<file path="src/rtl/branch_resolve_unit_if.sv">
// Branch resolution handshake between control unit/ALU (master) and branch_resolve_unit (slave).
interface branch_resolve_unit_if #(
  parameter int PC_W  = 32,
  parameter int IMM_W = 16,
  parameter int CNT_W = 16
);
  logic             br_req;
  logic [2:0]       br_type;
  logic [PC_W-1:0]  branch_pc;
  logic [IMM_W-1:0] br_imm;
  logic             flag_valid;
  logic             zero_flag;
  logic             carry_flag;
  logic             br_ack;
  logic             busy;
  logic             pc_write;
  logic [PC_W-1:0]  pc_next;
  logic             br_taken;
  logic             br_timeout;
  logic [CNT_W-1:0] taken_cnt;
  logic [CNT_W-1:0] resolv_cnt;

  modport master (
    output br_req, br_type, branch_pc, br_imm, flag_valid, zero_flag, carry_flag,
    input  br_ack, busy, pc_write, pc_next, br_taken, br_timeout, taken_cnt, resolv_cnt
  );

  modport slave (
    input  br_req, br_type, branch_pc, br_imm, flag_valid, zero_flag, carry_flag,
    output br_ack, busy, pc_write, pc_next, br_taken, br_timeout, taken_cnt, resolv_cnt
  );
endinterface

</file>
<file path="src/rtl/branch_resolve_unit.sv">
// Resolves a conditional branch from ALU SUB flags; flags in cycle N give pc_write in N+1, req-to-write >= 2 cycles.
// No queuing: br_req is refused (br_ack=0) while busy; missing flags force not-taken after TIMEOUT wait cycles.
module branch_resolve_unit #(
  parameter int PC_W    = 32,
  parameter int IMM_W   = 16,
  parameter int TIMEOUT = 15,
  parameter int CNT_W   = 16
) (
  input logic                    clk,
  input logic                    reset,
  branch_resolve_unit_if.slave   bus
);
  typedef enum logic [1:0] {IDLE, WAIT_FLAGS, RESOLVE} state_t;

  state_t           r_state;
  logic [2:0]       r_type;
  logic [PC_W-1:0]  r_pc;
  logic [IMM_W-1:0] r_imm;
  logic             r_zf;
  logic             r_cf;
  logic [7:0]       r_tcnt;
  logic             r_busy;
  logic             r_pc_write;
  logic [PC_W-1:0]  r_pc_next;
  logic             r_taken;
  logic             r_timeout;
  logic [CNT_W-1:0] r_taken_cnt;
  logic [CNT_W-1:0] r_resolv_cnt;

  logic             w_zf;
  logic             w_cf;
  logic             w_cond;
  logic             w_expire;
  logic             w_resolve;
  logic             w_taken;
  logic [PC_W-1:0]  w_target;
  logic [PC_W-1:0]  w_fall;

  // Flags are used the cycle they arrive so pc_write can be registered one cycle later.
  assign w_zf = bus.flag_valid ? bus.zero_flag  : r_zf;
  assign w_cf = bus.flag_valid ? bus.carry_flag : r_cf;

  always_comb begin
    w_cond = 1'b0;
    case (r_type)
      3'd1:    w_cond = w_zf;
      3'd2:    w_cond = !w_zf;
      3'd3:    w_cond = !w_zf && w_cf;
      3'd4:    w_cond = !w_zf && !w_cf;
      default: w_cond = 1'b0;
    endcase
  end

  assign w_expire  = (r_tcnt == 8'(TIMEOUT - 1));
  assign w_resolve = (r_state == WAIT_FLAGS) && (bus.flag_valid || w_expire);
  assign w_taken   = bus.flag_valid && w_cond;
  assign w_target  = r_pc + {{(PC_W-IMM_W){r_imm[IMM_W-1]}}, r_imm};
  assign w_fall    = r_pc + PC_W'(1);

  always_ff @(posedge clk) begin
    if (reset) begin
      r_state      <= IDLE;
      r_type       <= '0;
      r_pc         <= '0;
      r_imm        <= '0;
      r_zf         <= 1'b0;
      r_cf         <= 1'b0;
      r_tcnt       <= '0;
      r_busy       <= 1'b0;
      r_pc_write   <= 1'b0;
      r_pc_next    <= '0;
      r_taken      <= 1'b0;
      r_timeout    <= 1'b0;
      r_taken_cnt  <= '0;
      r_resolv_cnt <= '0;
    end else begin
      r_pc_write <= 1'b0;
      r_timeout  <= 1'b0;
      case (r_state)
        IDLE: begin
          if (bus.br_req) begin
            r_type  <= bus.br_type;
            r_pc    <= bus.branch_pc;
            r_imm   <= bus.br_imm;
            r_tcnt  <= '0;
            r_busy  <= 1'b1;
            r_state <= WAIT_FLAGS;
          end
        end
        WAIT_FLAGS: begin
          if (bus.flag_valid) begin
            r_zf <= bus.zero_flag;
            r_cf <= bus.carry_flag;
          end
          if (w_resolve) begin
            r_state    <= RESOLVE;
            r_pc_write <= 1'b1;
            r_taken    <= w_taken;
            r_timeout  <= !bus.flag_valid;
            r_pc_next  <= w_taken ? w_target : w_fall;
            if (r_resolv_cnt != '1)
              r_resolv_cnt <= r_resolv_cnt + CNT_W'(1);
            if (w_taken && (r_taken_cnt != '1))
              r_taken_cnt <= r_taken_cnt + CNT_W'(1);
          end else begin
            r_tcnt <= r_tcnt + 8'd1;
          end
        end
        RESOLVE: begin
          r_busy  <= 1'b0;
          r_state <= IDLE;
        end
        default: r_state <= IDLE;
      endcase
    end
  end

  assign bus.br_ack     = bus.br_req && (r_state == IDLE);
  assign bus.busy       = r_busy;
  assign bus.pc_write   = r_pc_write;
  assign bus.pc_next    = r_pc_next;
  assign bus.br_taken   = r_taken;
  assign bus.br_timeout = r_timeout;
  assign bus.taken_cnt  = r_taken_cnt;
  assign bus.resolv_cnt = r_resolv_cnt;
endmodule

</file>
<file path="src/flat_wrapper.sv">
// flat-port wrapper written by rule: the top's interface ports become plain ports
module branch_resolve_unit_flat 
#(
  parameter int PC_W    = 32,
  parameter int IMM_W   = 16,
  parameter int TIMEOUT = 15,
  parameter int CNT_W   = 16
)
  (clk, reset, bus_br_req, bus_br_type, bus_branch_pc, bus_br_imm, bus_flag_valid, bus_zero_flag, bus_carry_flag, bus_br_ack, bus_busy, bus_pc_write, bus_pc_next, bus_br_taken, bus_br_timeout, bus_taken_cnt, bus_resolv_cnt);
  branch_resolve_unit_if #(.PC_W(PC_W), .IMM_W(IMM_W), .CNT_W(CNT_W)) bus_i ();
  input logic clk;
  input logic reset;
  input wire logic [$bits(bus_i.br_req)-1:0] bus_br_req;
  input wire logic [$bits(bus_i.br_type)-1:0] bus_br_type;
  input wire logic [$bits(bus_i.branch_pc)-1:0] bus_branch_pc;
  input wire logic [$bits(bus_i.br_imm)-1:0] bus_br_imm;
  input wire logic [$bits(bus_i.flag_valid)-1:0] bus_flag_valid;
  input wire logic [$bits(bus_i.zero_flag)-1:0] bus_zero_flag;
  input wire logic [$bits(bus_i.carry_flag)-1:0] bus_carry_flag;
  output wire logic [$bits(bus_i.br_ack)-1:0] bus_br_ack;
  output wire logic [$bits(bus_i.busy)-1:0] bus_busy;
  output wire logic [$bits(bus_i.pc_write)-1:0] bus_pc_write;
  output wire logic [$bits(bus_i.pc_next)-1:0] bus_pc_next;
  output wire logic [$bits(bus_i.br_taken)-1:0] bus_br_taken;
  output wire logic [$bits(bus_i.br_timeout)-1:0] bus_br_timeout;
  output wire logic [$bits(bus_i.taken_cnt)-1:0] bus_taken_cnt;
  output wire logic [$bits(bus_i.resolv_cnt)-1:0] bus_resolv_cnt;
  assign bus_i.br_req = bus_br_req;
  assign bus_i.br_type = bus_br_type;
  assign bus_i.branch_pc = bus_branch_pc;
  assign bus_i.br_imm = bus_br_imm;
  assign bus_i.flag_valid = bus_flag_valid;
  assign bus_i.zero_flag = bus_zero_flag;
  assign bus_i.carry_flag = bus_carry_flag;
  assign bus_br_ack = bus_i.br_ack;
  assign bus_busy = bus_i.busy;
  assign bus_pc_write = bus_i.pc_write;
  assign bus_pc_next = bus_i.pc_next;
  assign bus_br_taken = bus_i.br_taken;
  assign bus_br_timeout = bus_i.br_timeout;
  assign bus_taken_cnt = bus_i.taken_cnt;
  assign bus_resolv_cnt = bus_i.resolv_cnt;
  branch_resolve_unit #(.PC_W(PC_W), .IMM_W(IMM_W), .TIMEOUT(TIMEOUT), .CNT_W(CNT_W)) u_core (.clk(clk), .reset(reset), .bus(bus_i));
endmodule
</file>
<file path="config.mk">
export PLATFORM = sky130hd
export DESIGN_NAME = branch_resolve_unit_flat
export DESIGN_NICKNAME = d
export VERILOG_FILES = /design/src/rtl/branch_resolve_unit_if.sv /design/src/rtl/branch_resolve_unit.sv /design/src/flat_wrapper.sv
export SDC_FILE = /design/constraint.sdc
export NUM_CORES = 1
export LEC_CHECK = 0
export BUFFER_PORTS_ARGS = -buffer_cell sky130_fd_sc_hd__buf_4
export CAP_MARGIN = 0
export CORE_AREA = 5 5 116 145
export CTS_BUF_LIST = sky130_fd_sc_hd__clkbuf_8
export DETAILED_ROUTE_END_ITERATION = 6
export DIE_AREA = 0 0 121 150
export PLACE_DENSITY = 0.66
export REMOVE_ABC_BUFFERS = 1
export SLEW_MARGIN = 40
export SYNTH_ARGS = -nofsm -noshare
export SYNTH_HDL_FRONTEND = slang
export SYNTH_SLANG_ARGS = --single-unit
export TNS_END_PERCENT = 1
</file>
<file path="constraint.sdc">
create_clock -name clk -period 5.6 [get_ports clk]
set_clock_uncertainty 0.15 [all_clocks]
set_input_delay 0.28 -clock clk [delete_from_list [all_inputs] [get_ports clk]]
set_output_delay 0.28 -clock clk [all_outputs]
set_load 0.01 [all_outputs]
</file>
==> impl_metrics.env <==
export IMPL_status="finished, final reports clean"
export IMPL_end_kind="flip-flop"
export IMPL_fmax_mhz=250
export IMPL_drv_slew=0
export IMPL_dp_hpwl_um=13000
export IMPL_p_total_mw=2.10
export IMPL_rsz0062_at_grt="no"
export IMPL_clk_path_buf_depth=2
export IMPL_grt_pass1_vias=6342
export IMPL_die_w_um=121
export IMPL_clkSlewWorstSetupHoldPaths_ns=0.08
export IMPL_r2r_cells=16
export IMPL_clock_latency_ns=0.46
export IMPL_async_reset_ff_share_pct=0
export IMPL_dieArea_um2=18200
export IMPL_hold_start="bus_br_req"
export IMPL_crit_path_max_fanout=16
export IMPL_worstHoldPathCells=3
export IMPL_period_needed_ns=3.99
export IMPL_cts_sinks=129
export IMPL_max_cap_violations=0
export IMPL_vias=6550
export IMPL_required_ns=5.80
export IMPL_synth_most_common_cell="nand2_1"
export IMPL_ios=126
export IMPL_fin_tns_setup_ns=0
export IMPL_avgRoutedWirePerCell_um=15.0
export IMPL_p_leak_nw=3.62
export IMPL_hold_path_class="in -> reg"
export IMPL_grt_ovfl_total=0
export IMPL_synth_cell_type_count=63
export IMPL_synth_flop_cell="dfxtp_1"
export IMPL_setup_viol=0
export IMPL_r2r_end="u_core.bus.pc_next[30]"
export IMPL_port_buffers=125
export IMPL_whs_endpoint="u_core.bus.busy"
export IMPL_worstMarginPinSlew_ns=0.849
export IMPL_yosysSeqAreaShare_pct=38.3
export IMPL_criticalPathCategory="reg -> reg"
export IMPL_ys_top_cells_by_count="171 x nand2_1, 129 x dfxtp_1, 112 x a21oi_1"
export IMPL_avgSynthCellArea_um2=7.81
export IMPL_synthCells=863
export IMPL_gr_usage_all_layers_pct=21.2
export IMPL_fp_row_count=51
export IMPL_synth_area_leaders="dfxtp_1 38%, nand2_1 9.5%, a21oi_1 8.3%"
export IMPL_htreeDepth=4
export IMPL_core_um2=15400
export IMPL_synth_top_area_share_pct=38.3
export IMPL_syn2layout_area_growth_pct=30.3
export IMPL_start_util_pct=43.8
export IMPL_regToRegSetupSlack_ns=1.61
export IMPL_postRouteAntennaNets=0
export IMPL_vias_per_cell=5.24
export IMPL_yosysTopAreaCell="dfxtp_1"
export IMPL_gp_congestion=0.908
export IMPL_root_buffer="clkbuf_8"
export IMPL_firstDrtPassIters=5
export IMPL_finalHoldViolations=0
export IMPL_fin_crit_sh_pct=71.3
export IMPL_antenna_found_initial=1
export IMPL_ys_warn_count=0
export IMPL_cts_tree="done"
export IMPL_syn_area_um2=6740
export IMPL_vdd_ir_drop_max_v=0.000150
export IMPL_critical_path_arrival_ns=4.19
export IMPL_relSlewSlack_pct=43.2
export IMPL_drt_iter0_markers=257
export IMPL_cts_buffers_inserted=17
export IMPL_yosys_register_bits=129
export IMPL_startpoint_type="flip-flop"
export IMPL_grt_max_degree=60
export IMPL_r2r_start="u_core.r_type[0]"
export IMPL_fp_dieH_um=150
export IMPL_grt_pass1_wl_um=31000
export IMPL_fin_nets=1117
export IMPL_p_per_area_nw_per_um2=239
export IMPL_synth_edf_count=0
export IMPL_drc=0
export IMPL_wirelength_um=18700
export IMPL_drive_gt1_share_pct=16.8
[routing by layer]
layer	track usage [%]	share of wire, %	up-vias
met2	37.0	50	139
met3	5.22	4.5	27
met4	6.58	1.8	0
met1	25.7	43	3012
li1	-	-	3372
met5	0	0	-
[how the worst max path moves through the flow]
stage | from | endpoint | cells past startpoint
after floorplan | u_core.r_type[0] | u_core.bus.pc_next[30] | 15
after global placement | bus_carry_flag | u_core.bus.pc_next[30] | 17
after detailed placement | bus_carry_flag | u_core.bus.pc_next[30] | 17
after CTS | u_core.r_type[0] | u_core.bus.pc_next[30] | 16
after global routing | u_core.r_type[0] | u_core.bus.pc_next[30] | 16
final | u_core.r_type[0] | u_core.bus.pc_next[30] | 16
[metrics by stage]
stage | std cells | setup slack (ns) | hold slack, ns | util, % | area, um2
floorplan | 823 | 2.09 | 0.199 | - | 6590
global placement | 1165 | 1.76 | 0.287 | 50.9 | 7830
detailed placement | 1165 | 1.62 | 0.293 | 50.9 | 7830
CTS | 1249 | 1.61 | 0.0185 | 57.1 | 8780
global route | 1250 | 1.19 | 0.0635 | 57.1 | 8790
finish | 1250 | 1.61 | 0.0491 | 57.1 | 8790
[repair_timing]
item / 4_1_cts / 5_1_grt
gates resized for setup: 0 / 0
endpoints found under the hold margin: 52 / 0
buffers inserted: 0 / 0
hold buffers: 52 / 0
[worst max-delay path, cell delays in order, from the launching register on]
cell and delay [ns]:
dfxtp_1 0.35, nor4b_2 0.29, a31oi_1 0.08, o21ai_2 0.11, buf_4 0.21, and2_1 0.22
nand2b_1 0.07, ha_1 0.21, inv_1 0.08, fa_1 0.19, nor2b_1 0.07, o31ai_1 0.46
a21oi_1 0.29, a221oi_4 0.41, a211oi_1 0.14, or3_1 0.31, a32o_1 0.24
[report_power, final]
group	total [mW]	switching [mW]	internal [mW]	leakage, nW
clock network	0.886	0.392	0.495	0.216
registers	0.968	0.0196	0.948	1.05
logic	0.241	0.134	0.107	2.36
total	2.10	0.545	1.55	3.62
[sequential cells by signal (all words and copies together) (netlist names)]
| signal | flops |
|---|---|
| u_core.bus.resolv_cnt | 16 |
| u_core.bus.busy | 1 |
| u_core.r_type | 3 |
| u_core.r_state | 2 |
| u_core.r_tcnt | 8 |
| u_core.r_imm | 16 |
| u_core.bus.taken_cnt | 16 |
| u_core.bus.br_timeout | 1 |
| u_core.r_pc | 32 |
| u_core.bus.br_taken | 1 |
| u_core.bus.pc_next | 32 |
| u_core.bus.pc_write | 1 |
[final cells by class]
cell class / instances / area, um2
Antenna cell: 1 / 2.50
Multi-Input combinational cell: 669 / 3910
Timing Repair Buffer: 182 / 1500
Tap cell: 212 / 265
Clock inverter: 14 / 188
Inverter: 25 / 95.1
Clock buffer: 18 / 248
Sequential cell: 129 / 2580
Fill cell: 1466 / 6590
[cells by family after synthesis]
group,synth area share [%]
buf+inv,3.73
simple gates,25.1
mux,0.464
fa+ha+maj,6.79
compound gates,21.0
xor+xnor,4.68
flops,38.3
[layout by cell type (no fill, tap or decap), types with 12 or more instances in the layout]
cell / instances
ha_1: 35
and3_1: 21
nand3_1: 27
inv_1: 24
dlygate4sd3_1: 52
dfxtp_1: 129
nand4_1: 14
nand2_1: 171
nor3_1: 15
o21ai_0: 35
buf_4: 130
a21o_1: 12
xnor2_1: 17
xor2_1: 19
a21oi_1: 112
clkbuf_8: 18
nor2_1: 63
o31ai_1: 12
Power figures use the tool's default switching activity.
